$ cat src/rtl/leds_seq_pkg.sv
// Shared types and constants for the LED sequencer: register map, CTRL layout,
// the sequencing modes and the FSM state encoding.
package leds_seq_pkg;

    localparam int DEF_PERIOD_W = 24;
    localparam int DEF_STEP_W   = 16;

    localparam logic [1:0] ADDR_CTRL    = 2'd0;
    localparam logic [1:0] ADDR_PATTERN = 2'd1;
    localparam logic [1:0] ADDR_PERIOD  = 2'd2;
    localparam logic [1:0] ADDR_STATUS  = 2'd3;

    localparam int CTRL_EN_BIT   = 0;
    localparam int CTRL_MODE_LSB = 1;
    localparam int CTRL_MODE_MSB = 2;

    typedef enum logic [1:0] {
        MODE_STATIC = 2'b00,
        MODE_BLINK  = 2'b01,
        MODE_ROTL   = 2'b10,
        MODE_ROTR   = 2'b11
    } mode_e;

    typedef enum logic [1:0] {
        ST_IDLE = 2'd0,
        ST_LOAD = 2'd1,
        ST_RUN  = 2'd2
    } state_e;

    typedef struct packed {
        mode_e mode;
        logic  en;
    } ctrl_t;

endpackage

$ cat src/rtl/leds_seq_if.sv
// CPU-side register bus of the LED sequencer: one-cycle write/read strobes,
// 2-bit register select, write data and registered read data.
interface leds_seq_if;

    logic        we_i;
    logic        re_i;
    logic [1:0]  addr_i;
    logic [31:0] wdata_i;
    logic [31:0] rdata_o;

    modport master (
        output we_i,
        output re_i,
        output addr_i,
        output wdata_i,
        input  rdata_o
    );

    modport slave (
        input  we_i,
        input  re_i,
        input  addr_i,
        input  wdata_i,
        output rdata_o
    );

endinterface

$ cat src/rtl/leds_seq_prescaler.sv
// Reloadable down-counter that paces the sequencer; tick_o flags cnt==0 and the
// counter reloads from period_i on load_i or on an enabled tick.
module leds_seq_prescaler #(
    parameter int PERIOD_W = 24
) (
    input  logic                clck_i,
    input  logic                rst_i,
    input  logic                load_i,
    input  logic                enable_i,
    input  logic [PERIOD_W-1:0] period_i,
    output logic                tick_o
);

    logic [PERIOD_W-1:0] cnt_q;
    logic [PERIOD_W-1:0] cnt_d;

    // NOTE: every signal written here gets a default first, so no path leaves it
    // unassigned and no latch is inferred.
    always_comb begin
        cnt_d = cnt_q;
        if (load_i) begin
            cnt_d = period_i;
        end else if (enable_i) begin
            if (cnt_q == '0) cnt_d = period_i;
            else             cnt_d = cnt_q - {{(PERIOD_W-1){1'b0}}, 1'b1};
        end
    end

    // NOTE: state is updated with non-blocking assignments so every flop samples
    // the pre-edge values regardless of process ordering.
    always_ff @(posedge clck_i) begin
        if (!rst_i) cnt_q <= '0;
        else        cnt_q <= cnt_d;
    end

    assign tick_o = (cnt_q == '0);

endmodule

$ cat src/rtl/leds_sequencer.sv
// Memory-mapped LED sequencer: issues timed static/blink/rotate write pulses to
// the LED register. Define LEDS_SEQ_READBACK_EN to build the read path and STATUS.
module leds_sequencer
    import leds_seq_pkg::*;
#(
    parameter int PERIOD_W = DEF_PERIOD_W,
    parameter int STEP_W   = DEF_STEP_W
) (
    input  logic        clck_i,
    input  logic        rst_i,
    leds_seq_if.slave   bus,
    output logic [31:0] leds_data_o,
    output logic        leds_we_o,
    output logic        busy_o
);

    ctrl_t               ctrl_q,      ctrl_d;
    logic [31:0]         pattern_q,   pattern_d;
    logic [PERIOD_W-1:0] period_q,    period_d;
    state_e              state_q,     state_d;
    logic [31:0]         cur_q,       cur_d;
    logic                phase_q,     phase_d;
    logic [STEP_W-1:0]   step_q,      step_d;
    logic [31:0]         leds_data_q, leds_data_d;
    logic                leds_we_q,   leds_we_d;

    logic wr_ctrl, wr_pattern, wr_period;
    logic wr_enable, wr_disable, redirect, tick;

    assign wr_ctrl    = bus.we_i && (bus.addr_i == ADDR_CTRL);
    assign wr_pattern = bus.we_i && (bus.addr_i == ADDR_PATTERN);
    assign wr_period  = bus.we_i && (bus.addr_i == ADDR_PERIOD);
    assign wr_enable  = wr_ctrl &&  bus.wdata_i[CTRL_EN_BIT];
    assign wr_disable = wr_ctrl && !bus.wdata_i[CTRL_EN_BIT];
    // A running sequence restarts on a CTRL enable or a new pattern; such a write
    // beats a coincident step.
    assign redirect   = wr_enable || wr_pattern;

    leds_seq_prescaler #(.PERIOD_W(PERIOD_W)) u_prescaler (
        .clck_i   (clck_i),
        .rst_i    (rst_i),
        .load_i   (state_q == ST_LOAD),
        .enable_i ((state_q == ST_RUN) && !redirect && !wr_disable),
        .period_i (period_q),
        .tick_o   (tick)
    );

    always_comb begin
        ctrl_d      = ctrl_q;
        pattern_d   = pattern_q;
        period_d    = period_q;
        state_d     = state_q;
        cur_d       = cur_q;
        phase_d     = phase_q;
        step_d      = step_q;
        leds_data_d = leds_data_q;
        leds_we_d   = 1'b0;

        if (wr_ctrl) begin
            ctrl_d.en   = bus.wdata_i[CTRL_EN_BIT];
            ctrl_d.mode = mode_e'(bus.wdata_i[CTRL_MODE_MSB:CTRL_MODE_LSB]);
        end
        if (wr_pattern) pattern_d = bus.wdata_i;
        if (wr_period)  period_d  = bus.wdata_i[PERIOD_W-1:0];

        unique case (state_q)
            ST_IDLE: begin
                if (wr_enable) state_d = ST_LOAD;
            end
            ST_LOAD: begin
                state_d     = ST_RUN;
                cur_d       = pattern_q;
                phase_d     = 1'b1;
                step_d      = '0;
                leds_data_d = pattern_q;
                leds_we_d   = 1'b1;
            end
            ST_RUN: begin
                if (redirect) begin
                    state_d = ST_LOAD;
                end else if (tick) begin
                    step_d = step_q + {{(STEP_W-1){1'b0}}, 1'b1};
                    unique case (ctrl_q.mode)
                        MODE_STATIC: ;
                        MODE_BLINK: begin
                            phase_d     = !phase_q;
                            leds_data_d = phase_q ? 32'h0 : pattern_q;
                            leds_we_d   = 1'b1;
                        end
                        MODE_ROTL: begin
                            cur_d       = {cur_q[30:0], cur_q[31]};
                            leds_data_d = {cur_q[30:0], cur_q[31]};
                            leds_we_d   = 1'b1;
                        end
                        MODE_ROTR: begin
                            cur_d       = {cur_q[0], cur_q[31:1]};
                            leds_data_d = {cur_q[0], cur_q[31:1]};
                            leds_we_d   = 1'b1;
                        end
                    endcase
                end
            end
            default: state_d = ST_IDLE;
        endcase

        // Disabling wins from any state; an active sequence blanks the LEDs on exit.
        if (wr_disable) begin
            state_d = ST_IDLE;
            if (state_q != ST_IDLE) begin
                leds_data_d = 32'h0;
                leds_we_d   = 1'b1;
            end
        end
    end

    always_ff @(posedge clck_i) begin
        if (!rst_i) begin
            ctrl_q      <= '0;
            pattern_q   <= '0;
            period_q    <= '0;
            state_q     <= ST_IDLE;
            cur_q       <= '0;
            phase_q     <= 1'b0;
            step_q      <= '0;
            leds_data_q <= '0;
            leds_we_q   <= 1'b0;
        end else begin
            ctrl_q      <= ctrl_d;
            pattern_q   <= pattern_d;
            period_q    <= period_d;
            state_q     <= state_d;
            cur_q       <= cur_d;
            phase_q     <= phase_d;
            step_q      <= step_d;
            leds_data_q <= leds_data_d;
            leds_we_q   <= leds_we_d;
        end
    end

    assign leds_data_o = leds_data_q;
    assign leds_we_o   = leds_we_q;
    assign busy_o      = (state_q != ST_IDLE);

`ifdef LEDS_SEQ_READBACK_EN
    logic [31:0] rdata_q, rdata_d;
    logic [31:0] status_w;

    always_comb begin
        status_w               = '0;
        status_w[0]            = busy_o;
        status_w[1]            = phase_q;
        status_w[STEP_W+7:8]   = step_q;

        rdata_d = rdata_q;
        if (bus.re_i) begin
            unique case (bus.addr_i)
                ADDR_CTRL:    rdata_d = {29'h0, ctrl_q.mode, ctrl_q.en};
                ADDR_PATTERN: rdata_d = pattern_q;
                ADDR_PERIOD:  rdata_d = {{(32-PERIOD_W){1'b0}}, period_q};
                ADDR_STATUS:  rdata_d = status_w;
            endcase
        end
    end

    always_ff @(posedge clck_i) begin
        if (!rst_i) rdata_q <= '0;
        else        rdata_q <= rdata_d;
    end

    assign bus.rdata_o = rdata_q;
`else
    assign bus.rdata_o = 32'h0;
`endif

endmodule

$ cat src/flat_wrapper.sv
// flat-port wrapper written by rule: the top's interface ports become plain ports
module leds_sequencer_flat import leds_seq_pkg::*;
#(
    parameter int PERIOD_W = DEF_PERIOD_W,
    parameter int STEP_W   = DEF_STEP_W
)
  (clck_i, rst_i, leds_data_o, leds_we_o, busy_o, bus_we_i, bus_re_i, bus_addr_i, bus_wdata_i, bus_rdata_o);
  leds_seq_if bus_i ();
  input  logic clck_i;
  input  logic rst_i;
  output logic [31:0] leds_data_o;
  output logic leds_we_o;
  output logic busy_o;
  input wire logic [$bits(bus_i.we_i)-1:0] bus_we_i;
  input wire logic [$bits(bus_i.re_i)-1:0] bus_re_i;
  input wire logic [$bits(bus_i.addr_i)-1:0] bus_addr_i;
  input wire logic [$bits(bus_i.wdata_i)-1:0] bus_wdata_i;
  output wire logic [$bits(bus_i.rdata_o)-1:0] bus_rdata_o;
  assign bus_i.we_i = bus_we_i;
  assign bus_i.re_i = bus_re_i;
  assign bus_i.addr_i = bus_addr_i;
  assign bus_i.wdata_i = bus_wdata_i;
  assign bus_rdata_o = bus_i.rdata_o;
  leds_sequencer #(.PERIOD_W(PERIOD_W), .STEP_W(STEP_W)) u_core (.clck_i(clck_i), .rst_i(rst_i), .bus(bus_i), .leds_data_o(leds_data_o), .leds_we_o(leds_we_o), .busy_o(busy_o));
endmodule
$ cat config.mk
export PLATFORM = sky130hd
export DESIGN_NAME = leds_sequencer_flat
export DESIGN_NICKNAME = d
export VERILOG_FILES = /design/src/rtl/leds_seq_pkg.sv /design/src/rtl/leds_seq_if.sv /design/src/rtl/leds_seq_prescaler.sv /design/src/rtl/leds_sequencer.sv /design/src/flat_wrapper.sv
export SDC_FILE = /design/constraint.sdc
export NUM_CORES = 1
export LEC_CHECK = 0
export ABC_AREA = 1
export BUFFER_PORTS_ARGS = -buffer_cell sky130_fd_sc_hd__buf_2
export CORE_ASPECT_RATIO = 1.75
export CORE_MARGIN = 2
export CORE_UTILIZATION = 35
export CTS_BUF_LIST = sky130_fd_sc_hd__clkbuf_2 sky130_fd_sc_hd__clkbuf_4 sky130_fd_sc_hd__clkbuf_8
export CTS_CLUSTER_SIZE = 10
export DETAILED_ROUTE_END_ITERATION = 6
export GPL_TIMING_DRIVEN = 0
export PLACE_DENSITY = 0.58
export SYNTH_ARGS = -nofsm -noshare
export SYNTH_HDL_FRONTEND = slang
export SYNTH_SLANG_ARGS = --single-unit
$ cat constraint.sdc
create_clock -name clck_i -period 5.3 [get_ports clck_i]
set_clock_uncertainty 0.15 [all_clocks]
set_input_delay 0 -clock clck_i [delete_from_list [all_inputs] [get_ports clck_i]]
set_output_delay 0 -clock clck_i [all_outputs]
set_load 0.05 [all_outputs]
---- Word level (Yosys, flattened, before mapping) ----
Cells that the tools add are included.
cells by class
  shift-type cells ........................ 0
  equality and inequality tests ........... 13
  add/sub/neg operators ................... 1
  multiplexer cells ....................... 27
  $mul .................................... 0
  bitwise gates (word level) .............. 1
  reduce and logical (&&, ||, !) cells .... 23
  div/mod/pow operators ................... 0
  $lt $le $gt $ge ......................... 0
operator list
  cell                                                                     count
  32-bit two-way mux                                                       7
  32-bit case mux with 2 select lines                                      3
  32-bit case mux with 3 select lines                                      1
  24-bit two-way mux                                                       3
  24-bit logical NOT                                                       1
  24-bit by 1-bit subtractor with 24-bit output, second input constant     1
  2-bit equality test, second input constant                               4
  1-bit two-way mux                                                        8
  4-bit AND reduction                                                      2
  1-bit logical AND                                                        7
  2-bit by 1-bit equality test with 1-bit output, second input constant    3
  2-bit by 1-bit inequality test with 1-bit output, second input constant  3
  2-bit case mux with 3 select lines                                       1
  2-bit nonzero test                                                       3
  1-bit logical NOT                                                        4
  2-bit logical NOT                                                        2
  2-bit two-way mux                                                        2
  2-bit inequality test, second input constant                             2
  1-bit case mux with 2 select lines                                       2
  3-bit inequality test, second input constant                             1
  3-bit OR reduction                                                       1
  2-bit AND reduction                                                      1
  2-bit OR reduction                                                       1
  1-bit logical OR                                                         1
  1-bit NOT                                                                1
word-level totals
  word-level logic and storage cells ...... 74
  latch bits .............................. 0
  memories kept ........................... 0
  bits in writable memories ............... 0
  memory bits (read-only) ................. 0
  output and inout bits ................... 66
  input port bits ......................... 38
  bits in registers ....................... 150

---- Depth between registers and ports, before layout ----
Gate-level depths: netlist (run 1).
  depth in word-level cells ............... 9
  mapped depth ............................ 11
  depth with buffers taken out ............ 11

---- Hierarchy ----
From an unflattened synthesis (run 1), not the netlist that was laid out.
second synthesis, totals
  cells, all modules ...................... 1466
  area total of the unflattened synthesis .. 8928.6 um2
by module, submodules not included
  module              sequential area each (um2)  cells an instance  times used  area an instance (um2)
  leds_sequencer      2522.4                      1147               1           7059.3
  leds_seq_prescaler  480.5                       319                1           1869.3

---- Worst setup path before layout (run 1) ----
No wires, ideal clock.
  kind .................................... register -> register
  from .................................... register u_core.u_prescaler.cnt_q[0]
  to ...................................... register u_core.cur_q[0]
  path slack .............................. 3.471 ns
  data required time ...................... 5.037 ns
  path buffers ............................ 1
  period minus slack after synthesis ...... 1.829 ns
  setup time .............................. 0.113 ns
  stages on the path, launching flop included .. 11
  arrival time ............................ 1.566 ns
  cells stage by stage .................... dfxtp_1 -> inv_1 -> ha_1 -> nand2_2 -> nor2_4 -> nand3_4 -> nand2_4 -> nand3_4 -> buf_2 -> nor2_1 -> nor2_1
between the ends
  longest elaborated chain between the ends .. 3
RTL lines
  item                                                        RTL line                  RTL
  start: declaration                                          leds_seq_prescaler.sv:14  logic [PERIOD_W-1:0] cnt_q;
  start signal: assignment                                    leds_seq_prescaler.sv:33  else cnt_q <= cnt_d;
  24-bit logical NOT                                          leds_seq_prescaler.sv:36  assign tick_o = (cnt_q == '0);
  2-bit by 1-bit inequality test with 1-bit output (no line)  -
  4-bit AND reduction (no line)                               -
  end signal: assignment                                      leds_sequencer.sv:132     cur_q <= cur_d;
  end: declaration                                            leds_sequencer.sv:21      logic [31:0] cur_q, cur_d;
No other way between the ends.
A chain may end at the register's enable or synchronous reset.

---- Final worst setup path (run 1) ----
  from .................................... register u_core.u_prescaler.cnt_q[0]
  to ...................................... register u_core.leds_data_q[9], in the netlist u_core.leds_data_o[9]
between the ends
  longest elaborated chain between the ends .. 6
RTL lines
  item                                     RTL line                  RTL
  24-bit logical NOT (*)                   leds_seq_prescaler.sv:36
  32-bit two-way mux (*)                   leds_sequencer.sv:81      end else if (tick) begin
  32-bit two-way mux (*)                   leds_sequencer.sv:79      if (redirect) begin
  32-bit case mux with 2 select lines (*)  leds_sequencer.sv:66      unique case (state_q)
  32-bit two-way mux                       leds_sequencer.sv:109     if (state_q != ST_IDLE) begin
  32-bit two-way mux (*)                   leds_sequencer.sv:107     if (wr_disable) begin
  end signal: assignment                   leds_sequencer.sv:135     leds_data_q <= leds_data_d;
  end: declaration                         leds_sequencer.sv:24      logic [31:0] leds_data_q, leds_data_d;
Mark *: on every way between the ends. The rest lies on a longest branch, timed or not.

==> summary.md, run 1 <==
| Metric | Value |
|---|---|
| Reg2Reg Launch Point | u_core.u_prescaler.cnt_q[0] |
| Worst reg2reg setup slack | about 3 ns |
| RSZ-0062 raised after global routing | false |
| Worst setup path startpoint | u_core.u_prescaler.cnt_q[0] |
| Mapped Cells | 1364 |
| Placeable Area | about 0.024 mm2 |
| Post-Syn Area per Cell | 6.313 um2 |
| CTS buffer count | 17 |
| Hold Path Origin | bus_wdata_i[8] |
| Diodes inserted | 0 |
| # resized after CTS | 0 |
| Pwr dens | 626.4 mW/mm2 |
| CP endpoint kind | register |
| HP Class | in -> reg |
| Initial antenna violation count | 0 |
| Global router's overall resource usage | 22.62% |
| First-pass detailed-route iteration total | 5 |
| Layout area overhead | 19.86% |
| Hold Fails Final Rpt | 0 |
| Post-CTS Setup Repair Bufs | 0 |
| DRC errors left | 0 |
| Area leader, netlist | dfxtp_1 |
| Reg2Reg Depth | 11 |
| Initial Utilization | a little over a third |
| Worst Path Arrival | about 2.6 ns |
| Clock root cell | clkbuf_8 |
| Largest net degree at the start of global routing | 17 |
| Overall die height | approximately 210 um |
| Final Cycle Share | 43.59% |
| Placed cell count | 1776 |
| Max Cap Viol | 0 |
| Seq cells post-synth | 150 |
| Number of synthesized flops with an enable pin | 0 |
| CTS tree | built |
| Register area share after synthesis | 34.87% |
| Fmax | between 400 and 500 MHz |
| Top-count cell post-synth | nand2_1 |
| Setup tns final | 0 ns |
| Share of cells above drive strength 1 | a little under an eighth |
| Post-route cell area | around 0.010 mm2 |
| Number of global-route vias before repair | between 8000 and 9000 |
| Total gr overflow | 0 |
| Cell variety after synth | 35 |
| Vias/cell | about 5 |
| Setup slack after layout | roughly 3 ns |
| Fin nets | between 1500 and 2000 |
| Startpoint Class | register |
| Yosys warns | 0 |
| Worst-Margin Slew | about 0.73 ns |
| Dominant cells by area after synthesis | dfxtp_1 (35%), o21ai_0 (11%), nand2_1 (11%) |
| Pre-CTS WS | 3.027 ns |
| Final std cells w/o fill | 1855 |
| Post-synth top cells | nand2_1 (247), o21ai_0 (197), nor2_1 (175), a21oi_1 (156) |
| DRT iter0 DRCs | roughly 430 |
| Req. time, crit path | 5.57 ns |
| Ys async rst share | 0% |
| GP Congestion | between 0.9 and 1 |
| Slew Viols, Final | 0 |
| # clock sinks | 150 |
| Die width | between 100 and 150 um |
| Worst vdd ir | 367.7 uV |
| Worst R2R End | u_core.leds_data_o[9] |
| I/O pins | between 100 and 150 |
| Placement Cell Area | about 0.0095 mm2 |
| Post-synth top flop | dfxtp_1 |
| Crit path to | u_core.leds_data_o[9] |
| PortBufs | between 60 and 70 |
| Die area | around 0.026 mm2 |
| Post-DR wirelength/cell | 15.53 um |
| Leak pwr | between 4 and 5 nW |
| Synth Cell Area | 0.008611 mm2 |
| Status | finished clean |
| Hold-fix buffers at CTS | 47 |
| Htree depth | 4 |
| Max transition margin | between 50% and 60% |
| CP Max Fanout | 10 |
| CTS clk-pin slew, worst paths | roughly 0.080 ns |
| Via Count | ~9000 |
| Post-detailed-route count of antenna-violating nets | 0 |
| Clock Latency Late Sink | 0.50 ns |
| Final Util | 42.23% |
| Clk buf depth | 2 |
| # setup viols final | 0 |
| Critical Setup Path Class | reg -> reg |
| Row count | 76 |
| Tmin final | between 2 and 2.5 ns |
| HPWL Detailed | 22600 um |
| Drt total wl | 28810 um |
| First-pass GRT wire length | 44870 um |
| Top cell type's share of synthesized area | roughly a third |
==> critical path: stages (launching register included) <==
cell,delay (ns)
dfxtp_1,0.37
inv_1,0.10
ha_1,0.33
nand2_2,0.17
nor2_4,0.17
nand2_2,0.08
nor2_4,0.23
nand2_4,0.16
buf_6,0.19
nand2_1,0.05
nand3_1,0.06
a21oi_1,0.16
==> power by group <==
group | internal (mW) | switching, mW
logic | 1.14 | 2.71
clock network | 0.432 | 0.477
registers | 1.46 | 0.244
total | 3.03 | 3.44
==> flip-flops by register name, indices dropped and copies added, names as in the netlist <==
signal                    flops
u_core.ctrl_q                 2
u_core.cur_q                 32
u_core.leds_data_o           32
u_core.leds_we_o              1
u_core.pattern_q             32
u_core.period_q              24
u_core.phase_q                1
u_core.state_q                2
u_core.u_prescaler.cnt_q     24
==> cells in the final DEF (no fill, tap or decap), types with 3 or more instances in the layout <==
cell type	netlist	layout
clkinv_4	0	4
inv_1	150	150
nor2_1	175	175
nor2_2	5	5
buf_2	19	88
buf_4	35	35
dlygate4sd3_1	0	47
buf_1	7	7
nor2_4	4	4
clkbuf_8	0	18
ha_1	5	5
a21oi_1	156	156
nand3b_1	6	6
buf_6	7	7
o22ai_1	11	11
clkbuf_1	51	51
nand4_1	11	11
o21ai_0	197	197
nand2_4	3	3
nand2_1	247	247
dfxtp_1	150	150
nand3_1	101	101
conb_1	1	32
xnor2_1	3	3
clkinv_2	0	6
==> worst min path at each step <==
| stage | slack [ns] | to | depth (start not counted) |
|---|---|---|---|
| after floorplan | 0.04 | u_core.ctrl_q[2] | 2 |
| final | 0.20 | u_core.period_q[8] | 4 |
| after detailed placement | 0.14 | u_core.pattern_q[25] | 3 |
| after CTS | 0.17 | u_core.pattern_q[31] | 4 |
| after global placement | 0.14 | u_core.pattern_q[24] | 3 |
| after global routing | 0.23 | u_core.pattern_q[3] | 4 |
==> final cells by class <==
type | count | area, um2
buffer | 119 | 654.4
tap | 312 | 390.4
clock buffer | 19 | 255.2
clock inverter | 13 | 132.6
sequential | 150 | 3003
timing repair buffer | 116 | 815.8
multi-input combinational | 973 | 4496
fill | 2684 | 14120
inverter | 153 | 574.3
==> metrics by stage <==
step / hold WS, ns / total power, mW
after floorplan: 0.04139 / 4.522
after global placement: 0.1387 / 5.506
after detailed placement: 0.1443 / 5.531
after CTS: 0.1740 / 6.476
after global routing: 0.2301 / 6.973
final: 0.2005 / 6.465
==> cell families (layout without fill, tap and decap cells) <==
group | count (synthesis) | in the layout | share of synthesized area, %
buffers and inverters | 272 | 420 | 14.27
adder cells (fa/ha/maj) | 5 | 5 | 0.7265
other | 1 | 32 | 0.04355
AND/OR/NAND/NOR | 561 | 561 | 27.77
flip-flops | 150 | 150 | 34.87
XOR/XNOR | 5 | 5 | 0.5087
AO/OA/AOI/OAI | 370 | 370 | 21.81
==> metal layers <==
metal	vias to the layer above	global-route usage [%]	routed length [um]
li1	4678	-	-
met1	4058	22.58	10600
met2	233	43.16	15730
met3	77	3.071	1154
met4	0	13.44	1316
met5	-	0	0
(Power assumes the default switching activity.)
==> inputs of run 2 (changes only) <==
==> constraint.sdc (replaced) <==
create_clock -name clck_i -period 2.25 [get_ports clck_i]
set_clock_uncertainty 0.15 [all_clocks]
set_input_delay 0 -clock clck_i [delete_from_list [all_inputs] [get_ports clck_i]]
set_output_delay 0 -clock clck_i [all_outputs]
set_load 0.05 [all_outputs]
==> summary.md, run 2 (same netlist as run 1, synthesis figures left out) <==
| Metric | Value |
|---|---|
| Htree depth | 4 (unchanged) |
| Commonest non-fill, non-tap cell in the layout | nand2_1 |
| Worst vdd ir | 856.2 uV (+130%) |
| First-pass GRT wire length | 44870 um (unchanged) |
| Clk buf depth | 2 (unchanged) |
| Worst Path Arrival | 2.40 ns (-0.18 ns) |
| Reg2Reg Launch Point | u_core.u_prescaler.cnt_q[8] |
| Filler instances | 2679 (-0.19%) |
| Largest net degree at the start of global routing | 17 (unchanged) |
| Max Cap Viol | 0 (unchanged) |
| Leak pwr | 4.536 nW (+0.70%) |
| Final Cycle Share | 94.68% (+51 points) |
| Req. time, crit path | 2.52 ns (-3.05 ns) |
| HPWL Detailed | 22600 um (unchanged) |
| Reg2Reg Depth | 10 (-1) |
| Worst setup path startpoint | u_core.u_prescaler.cnt_q[8] |
| Vias/cell | 4.870 (-0.13%) |
| RSZ-0062 raised after global routing | true |
| CTS tree | built |
| Most frequent cells in the layout | nand2_1 (246), o21ai_0 (196), nor2_1 (175) |
| Hold Fails Final Rpt | 0 (unchanged) |
| Die area | 0.02592 mm2 (unchanged) |
| Via Count | 9039 (-0.077%) |
| Row count | 76 (unchanged) |
| Slew Viols, Final | 0 (unchanged) |
| Fmax | 469.4 MHz (+8.4%) |
| DRT iter0 DRCs | 484 (+13%) |
| CTS buffer count | 17 (unchanged) |
| Status | finished clean |
| Critical Setup Path Class | reg -> reg |
| I/O pins | 104 (unchanged) |
| HP Class | in -> reg |
| Tmin final | 2.130 ns (-0.1797 ns) |
| WHS | 0.1967 ns (-0.003735 ns) |
| # clock sinks | 150 (unchanged) |
| Fin nets | 1574 (+0.064%) |
| Number of global-route vias before repair | 8758 (unchanged) |
| Worst reg2reg setup slack | 0.12 ns (-2.87 ns) |
| Global router's overall resource usage | 22.62% (unchanged) |
| PortBufs | 69 (unchanged) |
| Initial Utilization | 35.23% (unchanged) |
| Drt total wl | 28800 um (about the same) |
| Max transition margin | 52.82% (+1.8 points) |
| Overall die height | 211.5 um (unchanged) |
| Placeable Area | 0.02444 mm2 (unchanged) |
| CP endpoint kind | register |
| Startpoint Class | register |
| First-pass detailed-route iteration total | 5 (unchanged) |
| DRC errors left | 0 (unchanged) |
| Total gr overflow | 0 (unchanged) |
| CTS clk-pin slew, worst paths | 0.09 ns (about the same) |
| Placed cell count | 1776 (unchanged) |
| Die width | 122.6 um (unchanged) |
| Final std cells w/o fill | 1856 (+0.054%) |
| # setup viols final | 0 (unchanged) |
| Clock Latency Late Sink | 0.50 ns (about the same) |
| Worst-Margin Slew | 0.7077 ns (-0.02639 ns) |
| GP Congestion | 0.9586 (unchanged) |
| Share of cells above drive strength 1 | 12.63% (+0.83 points) |
| Crit path to | u_core.leds_data_o[9] |
| Post-detailed-route count of antenna-violating nets | 0 (unchanged) |
| CP Max Fanout | 10 (unchanged) |
| Worst R2R End | u_core.leds_data_o[9] |
| Initial antenna violation count | 0 (unchanged) |
| Diodes inserted | 0 (unchanged) |
| Layout area overhead | 20.37% |
| Pwr dens | 1479 mW/mm2 (+140%) |
| Clock root cell | clkbuf_8 |
| Post-DR wirelength/cell | 15.52 um (about the same) |
==> run 2: timing repair <==
item / 4_1_cts / 5_1_grt
setup endpoints to repair: 50 / 75
pin swaps: 0 / 1
resized for setup: 2 / 23
hold buffers: 47 / 0
hold endpoints to repair: 88 / 0
buffers inserted: 0 / 1
==> run 2: stage by stage <==
step | setup TNS [ns] | instance area [um2] | total power [mW] | setup slack, ns | utilization (%)
4_1_cts | 0 | 10320 | 15.26 | 0.007181 | 42.25
2_1_floorplan | 0 | 8727 | 10.65 | 0.4210 | -
3_5_place_dp | -0.07337 | 9463 | 13.03 | -0.02282 | 38.72
6_report | 0 | 10360 | 15.33 | 0.1196 | 42.41
5_1_grt | -0.04153 | 10360 | 16.53 | -0.02427 | 42.41
3_3_place_gp | -0.09356 | 9463 | 12.97 | -0.03489 | 38.72
==> run 2: per-layer routing <==
layer  wire length (um)  GRT usage (%)
met1              10730          22.58
met2              15790          43.16
met3                997          3.071
met4               1288          13.44
met5                  0              0
==> run 2: final cells by class <==
cell class | count | area (um2) | share of cell area, %
Sequential cell | 150 | 3004 | 28.98
Clock buffer | 19 | 255.2 | 2.463
Multi-Input combinational cell | 973 | 4514 | 43.55
Tap cell | 312 | 390.4 | 3.766
Buffer | 119 | 670.6 | 6.470
Timing Repair Buffer | 117 | 823.3 | 7.943
Clock inverter | 13 | 132.6 | 1.280
Inverter | 153 | 574.3 | 5.541
==> run 2: critical path, cell delays in order, from the launching register on <==
cell	delay, ns
dfxtp_1	0.35
nor2_1	0.23
nand2_1	0.20
nor2_4	0.17
nand2_2	0.08
nor2_4	0.25
nand2_4	0.16
buf_6	0.18
nand2_1	0.05
nand3_1	0.06
a21oi_1	0.16
==> run 2: power breakdown <==
group / total (mW) / leakage, nW / switching (mW) / internal (mW)
Sequential: 4.02 / 1.23 / 0.580 / 3.44
Clock: 2.15 / 0.202 / 1.13 / 1.02
Combinational: 9.17 / 3.11 / 6.41 / 2.76
Total: 15.3 / 4.54 / 8.12 / 7.21
==> run 2: worst min-delay path by stage <==
stage                               start                   end  cells after the start
after detailed placement  bus_wdata_i[25]  u_core.pattern_q[25]                      3
after CTS                 bus_wdata_i[31]  u_core.pattern_q[31]                      4
after floorplan            bus_wdata_i[2]      u_core.ctrl_q[2]                      2
after global routing       bus_wdata_i[3]   u_core.pattern_q[3]                      4
final                      bus_wdata_i[8]    u_core.period_q[8]                      4
after global placement    bus_wdata_i[24]  u_core.pattern_q[24]                      3
==> inputs of run 3 (changes only) <==
--- a/config.mk
+++ b/config.mk
@@ -6,7 +6,7 @@
 export NUM_CORES = 1
 export LEC_CHECK = 0
 export ABC_AREA = 1
-export BUFFER_PORTS_ARGS = -buffer_cell sky130_fd_sc_hd__buf_2
+export BUFFER_PORTS_ARGS = -buffer_cell sky130_fd_sc_hd__buf_4
 export CORE_ASPECT_RATIO = 1.75
 export CORE_MARGIN = 2
 export CORE_UTILIZATION = 35
==> summary.md, run 3 (same netlist as run 1, synthesis figures left out) <==
| Metric | Value |
|---|---|
| Placeable Area | 0.02444 mm2 (unchanged) |
| First-pass detailed-route iteration total | 5 (unchanged) |
| Slew Viols, Final | 0 (unchanged) |
| Global router's overall resource usage | 22.61% (about the same) |
| DRC errors left | 0 (unchanged) |
| HPWL Detailed | 22580 um (about the same) |
| Largest net degree at the start of global routing | 17 (unchanged) |
| PortBufs | 69 (unchanged) |
| CTS tree | built |
| Layout area overhead | 22.67% |
| Initial Utilization | 35.23% (unchanged) |
| CP Max Fanout | 10 (unchanged) |
| Setup tns final | 0 ns (unchanged) |
| HP Class | in -> reg |
| # setup viols final | 0 (unchanged) |
| Die area | 0.02592 mm2 (unchanged) |
| Max transition margin | 56.15% (+3.3 points) |
| Status | finished clean |
| # clock sinks | 150 (unchanged) |
| Critical Setup Path Class | in -> reg |
| Startpoint Class | primary input |
| Clock Latency Late Sink | 0.48 ns (-0.02 ns) |
| Post-detailed-route count of antenna-violating nets | 0 (unchanged) |
| DRT iter0 DRCs | 435 (-10%) |
| Via Count | 9023 (-0.18%) |
| Diodes inserted | 0 (unchanged) |
| Row count | 76 (unchanged) |
| Req. time, crit path | 2.52 ns (about the same) |
| Worst Path Arrival | 2.37 ns (-0.03 ns) |
| First-pass GRT wire length | 44920 um (+0.11%) |
| Setup slack after layout | 0.1502 ns (+0.03059 ns) |
| Htree depth | 4 (unchanged) |
| Most frequent cells in the layout | nand2_1 (247), o21ai_0 (196), nor2_1 (175) |
| Final Util | 43.22% (+0.81 points) |
| Leak pwr | 4.572 nW (+0.78%) |
| GP Congestion | 0.9370 (-2.3%) |
| Filler instances | 2644 (-1.3%) |
| Die width | 122.6 um (unchanged) |
| Fin nets | 1574 (unchanged) |
| I/O pins | 104 (unchanged) |
| Tmin final | 2.100 ns (-0.03059 ns) |
| Pwr dens | 1484 mW/mm2 (+0.31%) |
| Worst vdd ir | 862.1 uV (+0.69%) |
| RSZ-0062 raised after global routing | false |
| Post-route cell area | 0.01056 mm2 (+1.9%) |
| CTS clk-pin slew, worst paths | 0.09 ns (about the same) |
| WHS | 0.2092 ns (+0.01244 ns) |
| Number of global-route vias before repair | 8884 (+1.4%) |
| Overall die height | 211.5 um (unchanged) |
| Drt total wl | 28690 um (-0.37%) |
| Clock root cell | clkbuf_8 |
| Final Cycle Share | 93.32% (-1.4 points) |
| Vias/cell | 4.862 (-0.18%) |
| CTS buffer count | 17 (unchanged) |
| Clk buf depth | 2 (unchanged) |
| Hold Fails Final Rpt | 0 (unchanged) |
| Pre-CTS WS | -0.1064 ns (-0.08358 ns) |
| Total gr overflow | 0 (unchanged) |
| Worst-Margin Slew | 0.6578 ns (-0.04993 ns) |
| Post-DR wirelength/cell | 15.46 um (-0.37%) |
| Fmax | 476.2 MHz (+1.5%) |
| Max Cap Viol | 0 (unchanged) |
| Initial antenna violation count | 0 (unchanged) |
| Commonest non-fill, non-tap cell in the layout | nand2_1 |
| Placement Cell Area | 0.009635 mm2 (+1.8%) |
| CP endpoint kind | register |
| Share of cells above drive strength 1 | 12.69% (+0.065 points) |
## run 3: cell type report
| type | count | area, um2 | area share, % |
|---|---|---|---|
| Multi-Input combinational cell | 973 | 4524 | 42.83 |
| Sequential cell | 150 | 3003 | 28.43 |
| Timing Repair Buffer | 117 | 994.7 | 9.417 |
| Buffer | 119 | 675.6 | 6.397 |
| Inverter | 153 | 574.3 | 5.437 |
| Tap cell | 312 | 390.4 | 3.696 |
| Clock buffer | 17 | 234.0 | 2.215 |
| Clock inverter | 15 | 166.4 | 1.575 |
## run 3: worst paths after layout
| kind | from | to | slack, ns | cells past startpoint |
|---|---|---|---|---|
| worst max-delay path | bus_we_i | u_core.pattern_q[9] | 0.15 | 8 |
| worst min-delay path | bus_wdata_i[31] | u_core.pattern_q[31] | 0.21 | 4 |
| worst min register to register | u_core.period_q[0] | u_core.period_q[0] | 0.30 | 2 |
| worst max register to register | u_core.state_q[1] | u_core.u_prescaler.cnt_q[0] | 0.16 | 11 |
## run 3: where the power goes
group	leakage, nW	internal [mW]	switching, mW
clock network	0.200	1.01	1.21
registers	1.23	3.43	0.583
logic	3.14	2.99	6.44
total	4.57	7.44	8.23
## run 3: critical path, stage by stage
cell and delay, ns:
dlygate4sd3_1 0.53, buf_4 0.15, nand3b_1 0.12, clkbuf_1 0.39, clkbuf_1 0.35, o21ai_0 0.12, dlygate4sd3_1 0.59, a21oi_1 0.11
## run 3: through the flow
step / total power [mW] / instances
final: 15.67 / 1856
after global routing: 16.91 / 1856
after CTS: 15.56 / 1853
after detailed placement: 13.23 / 1776
after global placement: 13.18 / 1776
after floorplan: 10.65 / 1395
## run 3: timing repair
| action | 4_1_cts | 5_1_grt |
|---|---|---|
| endpoints found under the hold margin | 85 | 0 |
| setup endpoints to repair | 73 | 72 |
| gates cloned | 0 | 1 |
| pin swaps | 1 | 2 |
| buffers inserted | 0 | 2 |
| hold buffers | 45 | 0 |
| gates resized for setup | 2 | 25 |
## run 3: per-layer routing
layer / wire length [um] / share of wire [%] / global-route usage, % / vias up
met4: 1286 / 4.5 / 11.93 / 0
met2: 15680 / 55 / 43.64 / 241
met3: 1007 / 3.5 / 3.071 / 74
met1: 10720 / 37 / 22.75 / 4022
li1: - / - / - / 4686
met5: 0 / 0 / 0 / -
